**src/rtl/exec_stage.sv**
```systemverilog
// Data-processing execute stage: ARM condition evaluation, 16-op ALU, NZCV flags
// and a one-entry writeback slot. Optional perf counters under EXEC_PERF_CNT_EN.
module exec_stage (
    input  logic        clk,
    input  logic        rst_n,
    input  logic        in_valid,
    output logic        in_ready,
    input  logic        dp_dt,
    input  logic [3:0]  cond,
    input  logic [5:0]  mf_op,
    input  logic [3:0]  reg_d,
    input  logic [31:0] operand_1,
    input  logic [31:0] operand_2,
    output logic        wb_valid,
    input  logic        wb_ready,
    output logic        wb_en,
    output logic [3:0]  wb_addr,
    output logic [31:0] wb_data,
    output logic [3:0]  flags,
    output logic [15:0] cnt_exec,
    output logic [15:0] cnt_skip
);
    localparam int unsigned DW = 32;
    localparam int unsigned CW = 16;

    logic          wb_valid_q, wb_valid_d;
    logic          wb_en_q, wb_en_d;
    logic [3:0]    wb_addr_q, wb_addr_d;
    logic [DW-1:0] wb_data_q, wb_data_d;
    logic [3:0]    flags_q, flags_d;

    logic          accept;
    logic [3:0]    opcode;
    logic          s_bit;
    logic          unused_i_bit;
    logic          flag_n, flag_z, flag_c, flag_v;
    logic          pass;
    logic          is_arith, is_cmp;
    logic [DW-1:0] x_op, y_op, result;
    logic          c_in;
    logic [DW:0]   sum;
    logic          arith_v;

    assign opcode       = mf_op[4:1];
    assign s_bit        = mf_op[0];
    assign unused_i_bit = mf_op[5];
    assign {flag_n, flag_z, flag_c, flag_v} = flags_q;
    assign in_ready     = !wb_valid_q || wb_ready;
    assign accept       = in_valid && in_ready;
    assign is_cmp       = (opcode[3:2] == 2'b10);

    // Condition evaluation against the flags held before this edge
    always_comb begin
        pass = 1'b0;
        case (cond)
            4'h0: pass = flag_z;
            4'h1: pass = !flag_z;
            4'h2: pass = flag_c;
            4'h3: pass = !flag_c;
            4'h4: pass = flag_n;
            4'h5: pass = !flag_n;
            4'h6: pass = flag_v;
            4'h7: pass = !flag_v;
            4'h8: pass = flag_c && !flag_z;
            4'h9: pass = !flag_c || flag_z;
            4'hA: pass = (flag_n == flag_v);
            4'hB: pass = (flag_n != flag_v);
            4'hC: pass = !flag_z && (flag_n == flag_v);
            4'hD: pass = flag_z || (flag_n != flag_v);
            4'hE: pass = 1'b1;
            default: pass = 1'b0;
        endcase
    end

    // Subtractions are done as x + ~y + cin so carry-out is NOT borrow
    always_comb begin
        is_arith = 1'b1;
        x_op     = operand_1;
        y_op     = operand_2;
        c_in     = 1'b0;
        case (opcode)
            4'h2, 4'hA: begin y_op = ~operand_2; c_in = 1'b1; end
            4'h3:       begin x_op = operand_2; y_op = ~operand_1; c_in = 1'b1; end
            4'h4, 4'hB: c_in = 1'b0;
            4'h5:       c_in = flag_c;
            4'h6:       begin y_op = ~operand_2; c_in = flag_c; end
            4'h7:       begin x_op = operand_2; y_op = ~operand_1; c_in = flag_c; end
            default:    is_arith = 1'b0;
        endcase
    end

    assign sum     = {1'b0, x_op} + {1'b0, y_op} + {{DW{1'b0}}, c_in};
    assign arith_v = (x_op[DW-1] == y_op[DW-1]) && (sum[DW-1] != x_op[DW-1]);

    always_comb begin
        result = sum[DW-1:0];
        case (opcode)
            4'h0, 4'h8: result = operand_1 & operand_2;
            4'h1, 4'h9: result = operand_1 ^ operand_2;
            4'hC:       result = operand_1 | operand_2;
            4'hD:       result = operand_2;
            4'hE:       result = operand_1 & ~operand_2;
            4'hF:       result = ~operand_2;
            default:    result = sum[DW-1:0];
        endcase
    end

    // Slot and flag next-state
    always_comb begin
        wb_valid_d = wb_valid_q;
        wb_en_d    = wb_en_q;
        wb_addr_d  = wb_addr_q;
        wb_data_d  = wb_data_q;
        flags_d    = flags_q;
        if (accept) begin
            wb_valid_d = 1'b1;
            wb_en_d    = dp_dt && pass && !is_cmp;
            wb_addr_d  = reg_d;
            wb_data_d  = result;
            if (dp_dt && pass && (s_bit || is_cmp)) begin
                flags_d[3] = result[DW-1];
                flags_d[2] = (result == '0);
                if (is_arith) begin
                    flags_d[1] = sum[DW];
                    flags_d[0] = arith_v;
                end
            end
        end else if (wb_ready) begin
            wb_valid_d = 1'b0;
        end
    end

    always_ff @(posedge clk) begin
        if (!rst_n) begin
            wb_valid_q <= 1'b0;
            wb_en_q    <= 1'b0;
            wb_addr_q  <= '0;
            wb_data_q  <= '0;
            flags_q    <= '0;
        end else begin
            wb_valid_q <= wb_valid_d;
            wb_en_q    <= wb_en_d;
            wb_addr_q  <= wb_addr_d;
            wb_data_q  <= wb_data_d;
            flags_q    <= flags_d;
        end
    end

    assign wb_valid = wb_valid_q;
    assign wb_en    = wb_en_q;
    assign wb_addr  = wb_addr_q;
    assign wb_data  = wb_data_q;
    assign flags    = flags_q;

`ifdef EXEC_PERF_CNT_EN
    logic [CW-1:0] cnt_exec_q, cnt_exec_d;
    logic [CW-1:0] cnt_skip_q, cnt_skip_d;

    always_comb begin
        cnt_exec_d = cnt_exec_q;
        cnt_skip_d = cnt_skip_q;
        if (accept && dp_dt) begin
            if (pass) cnt_exec_d = cnt_exec_q + CW'(1);
            else      cnt_skip_d = cnt_skip_q + CW'(1);
        end
    end

    always_ff @(posedge clk) begin
        if (!rst_n) begin
            cnt_exec_q <= '0;
            cnt_skip_q <= '0;
        end else begin
            cnt_exec_q <= cnt_exec_d;
            cnt_skip_q <= cnt_skip_d;
        end
    end

    assign cnt_exec = cnt_exec_q;
    assign cnt_skip = cnt_skip_q;
`else
    assign cnt_exec = '0;
    assign cnt_skip = '0;
`endif

endmodule

```
**config.mk**
```make
export PLATFORM = sky130hd
export DESIGN_NAME = exec_stage
export DESIGN_NICKNAME = d
export VERILOG_FILES = /design/src/rtl/exec_stage.sv
export SDC_FILE = /design/constraint.sdc
export NUM_CORES = 1
export LEC_CHECK = 0
export ABC_AREA = 1
export CAP_MARGIN = 0
export CORE_MARGIN = 2
export CORE_UTILIZATION = 55
export DETAILED_ROUTE_END_ITERATION = 7
export GPL_TIMING_DRIVEN = 0
export PLACE_DENSITY = 0.85
export SETUP_SLACK_MARGIN = 0.02
export SYNTH_ARGS = -nofsm -noshare
export SYNTH_HDL_FRONTEND = slang
export SYNTH_SLANG_ARGS = --single-unit
```
**constraint.sdc**
```tcl
create_clock -name clk -period 6.7 [get_ports clk]
set_clock_uncertainty 0.05 [all_clocks]
set_input_delay 1.34 -clock clk [delete_from_list [all_inputs] [get_ports clk]]
set_output_delay 1.34 -clock clk [all_outputs]
set_load 0.01 [all_outputs]
```
==> flow_summary.json <==
{
  "syn_inst": 1417,
  "synth_warnings": 0,
  "internal-power_uw": 798,
  "chipHeight_um": 121,
  "violations": "design-rule violations",
  "postRouteAntennaNets": 0,
  "area_growth_pct": 23.4,
  "fin_crit_ps": 5930,
  "first_iter_violations": 1349,
  "worst_pin_slew_ps": 860,
  "powerDensity_nw_per_um2": 154,
  "yosysSeqAreaShare": 0.111,
  "drive_gt1_frac": 0.0551,
  "p_clk_frac": 0.228,
  "status": "complete, but fails checks",
  "end_kind": "register",
  "r2r_cells": 22,
  "switching_power_uw": 645,
  "core_um2": 13300,
  "fmax_ghz": 0.169,
  "cts_tree": "done",
  "critical_path.max_fanout": 10,
  "r2r_slack_ps": 3080,
  "cts_made_buffers": 5,
  "post_cts_buffers": 0,
  "die_area_um2": 14700,
  "critPathArrivalTime_ps": 6100,
  "die_x_um": 121,
  "cp-endpoint": "flags[2]",
  "synth_area_leaders": "nand2_1 (23%), inv_1 (12%), dfxtp_1 (11%), ha_1 (10%), nor2_1 (6.7%)",
  "final_cell_mix": "nand2_1 (467), inv_1 (234), nor2_1 (136)",
  "grt-ovfl-total": 0,
  "ir_drop_uv": 120,
  "diodes": 0,
  "relSlewSlack": 0.427,
  "switching_share": 0.447,
  "avgSynthCellArea_um2": 5.35,
  "drv_cap": 0,
  "netlist_area_um2": 7580,
  "power_frac_comb": 0.573,
  "gp_congestion": 1.04,
  "p_leak_uw": 0.00497,
  "clk_latency_ps": 290,
  "pin_count": 158,
  "io_buffers": 124,
  "track_usage": 0.407,
  "finalCritPeriodShare": 0.884,
  "max-clock-path-buffers": 2,
  "cts.htree.levels": 2,
  "setup_tns_ps": 0,
  "final_cells": 1756,
  "cp-startpoint": "mf_op[1]",
  "start_util": 0.568,
  "num_rows": 42,
  "cts_hold_buf": 0,
  "seq_power_share": 0.198,
  "hpwl_mm": 23.6,
  "grt_pass1_wl_mm": 46.7,
  "antenna_found_initial": 0,
  "final_nets": 1727,
  "drt-vias-per-instance": 5.68,
  "setup_viol": 0,
  "reg2reg_to": "flags[2]",
  "clk_pin_slew_ps": 60,
  "cts-resized-gates": 0,
  "hold_viol": 0,
  "r2r-start": "flags[1]",
  "cp.required_ps": 6870,
  "grt_max_degree": 14,
  "wl_per_cell_um": 17.2,
  "worstHoldPathType": "reg2reg",
  "first_pass_iters": 8,
  "rsz0062_at_grt": "false",
  "via_count": 9975,
  "drc": 1,
  "cts.sinks": 42,
  "cp-start-kind": "input port",
  "wl_mm": 30.2,
  "ys_ff_latch": 42,
  "cts-root-buf": "clkbuf_16",
  "yosys.area.top_type": "nand2_1",
  "crit_type": "in2reg",
  "slew_viol_final": 0,
  "synthDominantCellAreaShare": 0.231,
  "dp.cells": 1748,
  "grt_pass1_vias": 8937,
  "layout_commonest_cell": "nand2_1",
  "synth.distinct_cells": 43
}
[how the worst min path moves through the flow]
stage / from / to / slack, ps / cells after the start
floorplan: wb_en / wb_en / 440 / 2
global placement: wb_en / wb_en / 410 / 2
detailed placement: wb_en / wb_en / 410 / 2
CTS: wb_en / wb_en / 420 / 2
global route: wb_data[10] / wb_data[10] / 470 / 2
finish: wb_en / wb_en / 420 / 2
[state kept, by name, summed over array words and instances, names as in the netlist]
register  count
wb_data      32
flags         4
wb_addr       4
wb_en         1
wb_valid      1
[power groups by stage]
stage | Clock (µW) | Combinational [µW] | Sequential (µW)
final | 329 | 827 | 286
after floorplan | 0 | 498 | 301
after detailed placement | 0 | 793 | 291
after global routing | 344 | 909 | 288
after global placement | 0 | 781 | 290
after CTS | 329 | 800 | 286
[through the flow]
step	util	power (µW)	cell area, µm²	hold slack, ps	setup slack [ps]
after floorplan	-	799	7700	440	2500
after global placement	0.686	1070	9160	407	812
after detailed placement	0.686	1080	9160	413	710
after CTS	0.701	1420	9360	423	985
after global routing	0.701	1540	9360	473	467
final	0.701	1440	9360	423	774
[cells in the mapped netlist (all sizes together)]
master / number
clkbuf: 19
nand2: 473
a21boi: 1
a21oi: 61
o21ai: 108
buf: 59
xor2: 3
nand4: 25
fa: 2
xnor2: 1
clkinv: 3
nand3: 73
and3: 1
and2: 3
o211ai: 23
o22ai: 3
nand3b: 4
o221ai: 31
nor3: 8
inv: 242
o211a: 1
nor4: 2
dfxtp: 42
ha: 63
a211oi: 9
o21bai: 2
nor2b: 1
conb: 1
or2: 5
nor2: 142
o2111ai: 6
[logic make-up after synthesis]
| kind of cell | share of synthesized area |
|---|---|
| AND/OR/NAND/NOR | 0.397 |
| buffers and inverters | 0.184 |
| AO/OA/AOI/OAI | 0.194 |
| adder cells (fa/ha/maj) | 0.109 |
| flip-flops | 0.111 |
| XOR/XNOR | 0.00462 |
| other | 0.000495 |
[area by class of cell]
cell class	instances	area (µm²)
Multi-Input combinational cell	1083	5460
Fill cell	1285	3990
Timing Repair Buffer	124	1240
Inverter	245	921
Sequential cell	42	841
Buffer	78	470
Tap cell	176	220
Clock buffer	6	139
Clock inverter	2	60.1
[critical path, cell delays in order]
cell and delay, ps:
clkdlybuf4s50_1 600, nand2_1 130, nor2_1 200, clkbuf_1 380, nor2_1 130, inv_1 130
clkbuf_1 500, o221ai_1 190, ha_1 420, nand2_1 120, nor2_1 310, nand2_1 140
nand2_1 220, nand2_1 110, nand2_1 90, nand2_1 160, nand3_1 130, nand3_1 80
nand2_1 140, nand2_1 80, nor3_1 240, nand2_1 120, a21oi_2 130
[per-layer routing]
metal	track usage	part of all wire	vias up
met5	0	0	-
met4	0.189	0.050	0
met3	0.0935	0.13	122
met2	0.625	0.42	652
met1	0.540	0.40	4387
li1	-	-	4814
(Power assumes the default switching activity.)
